**src/rtl/write_grant_scheduler.sv**
```systemverilog
// Packet-write grant scheduler: 16 ports, strict-priority or weighted round robin,
// one grant held until the granted port signals end of its packet write.
module write_grant_scheduler #(
  parameter int num_of_ports = 16
) (
  input  logic                      clk,
  input  logic                      rst,
  input  logic                      sp0_wrr1,
  input  logic [num_of_ports-1:0]   req,
  input  logic [num_of_ports*3-1:0] priority_in,
  input  logic                      xfer_done,
  output logic                      grant_valid,
  output logic [3:0]                grant_port,
  output logic [num_of_ports-1:0]   grant_onehot
);

  typedef enum logic {IDLE, GRANT} state_t;

  state_t     state;
  logic [3:0] rr_ptr;
  logic [3:0] credit;
  logic [3:0] last_port;
  logic       grant_wrr;

  logic                    sp_found;
  logic [3:0]              sp_win;
  logic [2:0]              sp_prio;
  logic                    wrr_found;
  logic [3:0]              wrr_win;
  logic [2:0]              wrr_prio;
  logic [3:0]              scan_idx;
  logic [3:0]              winner;
  logic [num_of_ports-1:0] onehot_next;

  // Arbitration: both candidates are evaluated every cycle, mode picks one
  always_comb begin
    sp_found  = 1'b0;
    sp_win    = '0;
    sp_prio   = '0;
    wrr_found = 1'b0;
    wrr_win   = '0;
    wrr_prio  = '0;
    scan_idx  = '0;
    for (int i = 0; i < num_of_ports; i++) begin
      if (req[i] && (!sp_found || priority_in[3*i +: 3] > sp_prio)) begin
        sp_found = 1'b1;
        sp_win   = 4'(i);
        sp_prio  = priority_in[3*i +: 3];
      end
    end
    for (int k = 0; k < num_of_ports; k++) begin
      scan_idx = rr_ptr + 4'(k);
      if (!wrr_found && req[scan_idx]) begin
        wrr_found = 1'b1;
        wrr_win   = scan_idx;
        wrr_prio  = priority_in[3*scan_idx +: 3];
      end
    end
    winner = sp0_wrr1 ? wrr_win : sp_win;
    onehot_next = '0;
    onehot_next[winner] = 1'b1;
  end

  always_ff @(posedge clk) begin
    if (rst) begin
      state        <= IDLE;
      grant_valid  <= 1'b0;
      grant_port   <= '0;
      grant_onehot <= '0;
      rr_ptr       <= '0;
      credit       <= '0;
      last_port    <= '0;
      grant_wrr    <= 1'b0;
    end else begin
      case (state)
        IDLE: begin
          if (|req) begin
            state        <= GRANT;
            grant_valid  <= 1'b1;
            grant_port   <= winner;
            grant_onehot <= onehot_next;
            grant_wrr    <= sp0_wrr1;
            if (sp0_wrr1) begin
              // Same port keeps its remaining weight; a new port starts fresh
              if (credit == 4'd0 || wrr_win != last_port)
                credit <= {1'b0, wrr_prio} + 4'd1;
              last_port <= wrr_win;
            end else begin
              credit <= '0;
            end
          end
        end
        GRANT: begin
          if (xfer_done) begin
            state        <= IDLE;
            grant_valid  <= 1'b0;
            grant_port   <= '0;
            grant_onehot <= '0;
            if (grant_wrr && credit != 4'd0) begin
              credit <= credit - 4'd1;
              rr_ptr <= (credit == 4'd1) ? last_port + 4'd1 : last_port;
            end
          end
        end
        default: state <= IDLE;
      endcase
    end
  end

endmodule

```
**config.mk**
```make
export PLATFORM = sky130hd
export DESIGN_NAME = write_grant_scheduler
export DESIGN_NICKNAME = d
export VERILOG_FILES = /design/src/rtl/write_grant_scheduler.sv
export SDC_FILE = /design/constraint.sdc
export NUM_CORES = 1
export LEC_CHECK = 0
export ABC_CLOCK_PERIOD_IN_PS = 24100
export CAP_MARGIN = 10
export CORE_AREA = 2 2 206 127
export DETAILED_ROUTE_END_ITERATION = 6
export DIE_AREA = 0 0 208 129
export GPL_ROUTABILITY_DRIVEN = 0
export GPL_TIMING_DRIVEN = 0
export PLACE_DENSITY = 0.67
export SETUP_SLACK_MARGIN = 0.5
export SYNTH_ARGS = -nofsm -noshare
export SYNTH_HDL_FRONTEND = slang
export SYNTH_SLANG_ARGS = --single-unit
```
**constraint.sdc**
```tcl
create_clock -name clk -period 24.1 [get_ports clk]
set_input_delay 2.41 -clock clk [delete_from_list [all_inputs] [get_ports clk]]
set_output_delay 2.41 -clock clk [all_outputs]
set_load 0.02 [all_outputs]
```
==> Yosys cells after proc, flatten, opt, wreduce, memory -nomap -nowiden <==
Cells that the tools add are included.
{ "word_totals": {"register_bits": 35, "input_bits": 68} }
{ "op_classes": {"addsub": 18, "multipliers": 16, "magnitude_cmp": 33, "n_eq_ne": 6, "shift": 16, "mux": 146, "n_bitwise": 1, "n_reduce_logical": 86} }
{ "ops": {"columns": ["operator", "count"], "rows": [
  ["$shiftx A48 B7 Y3", 16],
  ["$mux W4", 39],
  ["$mul A2 B4 Y6 const A", 16],
  ["$mux W3", 31],
  ["$lt A4 B5 Y1 const B", 17],
  ["$bmux W1 S4", 16],
  ["$mux W1", 52],
  ["$gt A3 B3 Y1", 15],
  ["$add A4 B4 Y4 const B", 8],
  ["$logic_and A1 B1 Y1", 32],
  ["$mux W16", 2],
  ["$pmux W16 S2", 1],
  ["$logic_not A1 Y1", 30],
  ["$add A4 B3 Y4 const B", 4],
  ["$logic_or A1 B1 Y1", 16],
  ["$pmux W4 S2", 2],
  ["$reduce_or A16 Y1", 1],
  ["$add A4 B1 Y4 const B", 2],
  ["$add A4 B2 Y4 const B", 2],
  ["$reduce_and A3 Y1", 2],
  ["$add A3 B1 Y4 const B", 1],
  ["$demux W1 S4", 1],
  ["$eq A4 B1 Y1 const B", 1],
  ["$ge A4 B1 Y1 const B", 1],
  ["other kinds (11)", 14]
]} }

==> Logic depth before layout (Yosys ltp) <==
Gate-level depths: netlist (run 1).
{ "depth": {"depth_word": 68, "depth_mapped": 133} }

==> Worst setup path after synthesis (run 1) <==
Ideal clock, no wire load.
{ "synth_timing": {"kind": "input port to flip-flop", "startpoint": "input port req[0]", "endpoint": "register grant_onehot[12]", "setup_time_ns": 0.117, "arrival_time_ns": 22.554, "required_ns": 23.983, "setup_slack_ns": 1.429, "cell_stages": 123, "path_buffers": 2, "path_cell_list": "buf_2 > nand2_1 > ha_1 > nor2b_1 > o21ai_0 > a21oi_1 > o211ai_1 > nand2_1 > inv_1 > ha_1 > nor2b_1 > o21a_1 > o21ai_0 > a21oi_1 > a221o_1 > and2_1 > ha_1 > a32oi_1 > [... 87 more ...] > a21oi_1 > a31oi_1 > o21ai_1 > inv_1 > nor3_1 > a21oi_1 > o31a_1 > ha_1 > a21o_1 > a21oi_1 > a31oi_1 > o21ai_0 > nand2b_1 > nand2b_1 > nor3_1 > a22o_1 > and4b_1 > a22o_1"} }
{ "synth_via": {"elab_chain_len": 68, "elab_cells_between_ends": 209, "cone_classes": "order compare (17); eq/ne (1); mux (113); reduce/logical (78)"} }
{ "synth_lines": {"columns": ["element", "line_no", "source"], "rows": [
  ["start, declared", "9", "input logic [num_of_ports-1:0] req,"],
  ["$mux W3 or $mux W1 (tied branches)", "45", "if (req[i] && (!sp_found || priority_in[3*i +: 3] > sp_prio)) begin"],
  ["$gt A3 B3 Y1 or $logic_not A1 Y1 (tied branches)", "45", null],
  ["$logic_or A1 B1 Y1", "45", null],
  ["$logic_and A1 B1 Y1", "45", null],
  ["$mux W3 or $mux W1 (tied branches)", "45", null],
  ["$gt A3 B3 Y1 or $logic_not A1 Y1 (tied branches)", "45", null],
  ["$logic_or A1 B1 Y1", "45", null],
  ["$logic_and A1 B1 Y1", "45", null],
  ["[... 52 more ...]", null, null],
  ["$mux W4", "45", null],
  ["$mux W4", "59", "winner = sp0_wrr1 ? wrr_win : sp_win;"],
  ["$lt A4 B5 Y1 (not written as such) or $ge A4 B1 Y1 (tied branches)", "61", "onehot_next[winner] = 1'b1;"],
  ["$logic_and A1 B1 Y1 (not written as such)", "61", null],
  ["$mux W1 (not written as such)", "61", null],
  ["$demux W1 S4", "61", null],
  ["$mux W16", "77", "if (|req) begin"],
  ["$pmux W16 S2", "75", "case (state)"],
  ["end signal, assigned", "81", "grant_onehot <= onehot_next;"],
  ["end, declared", "14", "output logic [num_of_ports-1:0] grant_onehot"]
]} }
Parallel ways exist; a longest one is shown, timed or not. The select of a mux whose other input is x is not followed.
A chain may end at the register's enable or synchronous reset.

==> Final worst setup path (run 1) <==
{ "layout_timing": {"startpoint": "input port req[0]", "endpoint": "register grant_onehot[14]"} }
Same word-level chain as after synthesis.

==> reports/qor.csv, run 1 <==
metric;value;unit
R2R depth;22;
net count after synthesis;1201;
area grow syn2layout;28.6;%
Slew Limit Fails;0;
setup_tns;0;ps
Final Hold Fails;0;
DR DRC count;0;
CP max-delay cell;a22oi_2;
total power;812;uW
Worst Tran Pin Value;1240;ps
input/output buffers;83;
CTS root buf;clkbuf_16;
maxcap violations;0;
post-layout min period;23290;ps
initial DRC count;1597;
RSZ-0062 raised after global routing;true;
FMAX;42.9;MHz
global-route wire length before repair;58800;um
part of the power in registers;8.5;%
wire per inst;25.8;um
crit-path max cell delay;380;ps
yosys warns;0;
register area share after synthesis;7.53;%
Reg area;701;um2
worst-skew pair later-pin latency;280;ps
pre-CTS WS;-3440;ps
Final Cycle Share;96.6;%
Setup Viol. Count Final;0;
status;finished clean;
ranking of synthesized cells by area;mux4_2 25%, dfxtp_1 7.5%, mux2i_1 6.7%, ha_1 6.5%, nand2_1 4.2%;
Avg Inst Size Synth;8.58;um2
core area;24900;um2
#FFs+latches synth;35;
CP Capture Type;flop;
CTS tree;built;
Clock power frac;9.4;%
Cells after Synth;1085;
IO Count;89;
Hold Path Class;flop to flop;
sw frac;47.4;%
vias in the first global route;9774;
pin count of the biggest net entering global routing;14;
combinational power share;82.1;%
P per Cell Area;67.8;nW/um2
CP Capture Point;grant_onehot[14]$_SDFFE_PP0P_;
fin nets;1349;
hold_buf cts;0;
Die H;129;um
footprint of the multi-input gates;8830;um2
CTS Sinks;35;
ANT nets after route;0;
GRT Util Overall;28.3;%
Longest Clk Path Bufs;2;
CTS clk-pin slew, worst paths;60;ps
GRT overflow;0;
Netlist cell types;93;
CTS HTree Levels;2;
Mapped Area;9310;um2
n_diodes;0;
Worst EP required;24330;ps
drt first pass iters;6;
crit path launch type;input port;
Leakage;4.45;nW
Die X;208;um
Finished Layout Cells;1563;
die area;26800;um2
Synth top area share;24.9;%
commonest non-fill, non-tap cell in the layout;mux4_2;
initial antenna violation count;1;
most frequent cells in the layout;103 x mux4_2, 96 x nand2_1, 78 x nor2_1;
crit path kind;input port to flop;
Placed Cells;1497;
via count;10700;
Yosys top cell by area;mux4_2;
Post-synth EDFFs;0;
cell internal pwr;427;uW
r2r endpoint;credit[3]$_SDFFE_PP0P_;
Initial Util;37.4;%
arrival time worst endpoint;23520;ps
Post-DP HPWL;31000;um
final wirelength;40300;um
hold path depth;2;
most used flip-flop cell after synthesis;dfxtp_1;
Worst Skew;3.44;ps
Async S/R FF share, synth;0;%
Slew Limit Headroom;16.6;%
Sw Pwr;385;uW
Num CTS Buffers;5;
crit path from;req[0];
std cell rows;45;
Setup WS post-layout;808;ps
Filler cells;2323;
layout cells sized above 1;31.2;%
R2R setup slack;17320;ps
Max FO, Critical Path;8;
R2R Path Start;rr_ptr[1]$_SDFFE_PP0P_;
Peak supply drop;0.0805;mV
vias per cell;6.88;
==> power groups by stage <==
stage	sequential, mW	combinational [mW]	clock [mW]
floorplan	0.0749	0.304	0
global placement	0.0702	0.416	0
detailed placement	0.0702	0.427	0
CTS	0.0691	0.476	0.0774
global route	0.0699	0.707	0.0803
finish	0.0692	0.667	0.0760
==> critical path, delay by kind of cell <==
family / cells / cell delay [ps]
fa+ha+maj: 16 / 3810
simple gates: 24 / 3030
buf+inv: 11 / 1080
mux: 4 / 1320
compound gates: 68 / 11860
==> layer usage <==
metal  track usage (%)  wire, um  vias to the layer above
li1                  -         -                     4538
met1              41.0     16200                     5159
met2              38.0     15700                      940
met3              12.8      7340                      107
met4              5.72       935                        4
met5                 0       105                        -
==> cell type report <==
type | instances | area share (%)
buffer | 72 | 3.21
clock buffer | 5 | 1.04
clock inverter | 3 | 0.397
inverter | 59 | 1.87
multi-input combinational | 919 | 73.7
sequential | 35 | 5.85
tap | 329 | 3.44
timing repair buffer | 141 | 10.5
==> through the flow <==
stage / area [um2] / hold slack, ps / utilization (%)
floorplan: 9310 / 432 / -
detailed placement: 10600 / 457 / 42.4
global route: 12000 / 503 / 48.1
CTS: 11000 / 466 / 44.4
global placement: 10600 / 445 / 42.4
finish: 12000 / 465 / 48.1
==> Yosys cell counts (7+ instances only) <==
master	number
and3_1	8
mux2_2	25
xnor2_1	13
nor2_1	85
a22oi_1	10
a311oi_1	8
a21o_1	13
o21a_1	17
a211oi_1	16
o22ai_1	8
a22o_1	23
buf_2	22
o21ai_0	64
dfxtp_1	35
o211ai_1	11
a21boi_0	7
and2_1	10
a31oi_1	16
inv_1	54
nand2_1	105
buf_1	8
nor2b_1	21
nand3_1	27
mux4_2	103
a21oi_1	61
ha_1	48
nand2b_1	14
clkbuf_1	27
buf_4	10
mux2i_1	62
nor3_1	17
==> sequential cells by signal, indices dropped and copies added, names as in the netlist <==
| register | count |
|---|---|
| grant_port | 4 |
| last_port | 4 |
| rr_ptr | 4 |
| credit | 4 |
| grant_onehot | 16 |
| state | 1 |
| grant_wrr | 1 |
| grant_valid | 1 |
==> how the worst min path moves through the flow <==
stage | to | slack, ps | start
finish | grant_wrr$_SDFFE_PP0P_ | 470 | grant_wrr$_SDFFE_PP0P_
CTS | grant_wrr$_SDFFE_PP0P_ | 470 | grant_wrr$_SDFFE_PP0P_
detailed placement | grant_wrr$_SDFFE_PP0P_ | 460 | grant_wrr$_SDFFE_PP0P_
floorplan | grant_wrr$_SDFFE_PP0P_ | 430 | grant_wrr$_SDFFE_PP0P_
global route | grant_wrr$_SDFFE_PP0P_ | 500 | grant_wrr$_SDFFE_PP0P_
global placement | grant_wrr$_SDFFE_PP0P_ | 440 | grant_wrr$_SDFFE_PP0P_
==> timing repair <==
item / CTS / global route
cloned: 0 / 1
setup endpoints to repair: 20 / 20
pin swaps: 15 / 88
endpoints found under the hold margin: 0 / 0
setup buffers: 13 / 43
resized for setup: 66 / 152
==> logic make-up after synthesis <==
kind of cell             Yosys count  share of synthesized area (%)
multiplexers                     191                           34.8
XOR/XNOR                          20                           2.20
buffers and inverters            131                           6.32
AO/OA/AOI/OAI                    331                           25.2
flip-flops                        35                           7.53
AND/OR/NAND/NOR                  328                           17.4
adder cells (fa/ha/maj)           49                           6.56
No activity file was read; power rests on OpenSTA's default activity.
==> inputs of run 2 (changes only) <==
--- a/config.mk
+++ b/config.mk
@@ -5,7 +5,6 @@
 export SDC_FILE = /design/constraint.sdc
 export NUM_CORES = 1
 export LEC_CHECK = 0
-export ABC_CLOCK_PERIOD_IN_PS = 24100
 export CAP_MARGIN = 10
 export CORE_AREA = 2 2 206 127
 export DETAILED_ROUTE_END_ITERATION = 6
==> results of run 2 <==
Same layout as run 1: the final DEF is identical, and so are final timing and power.
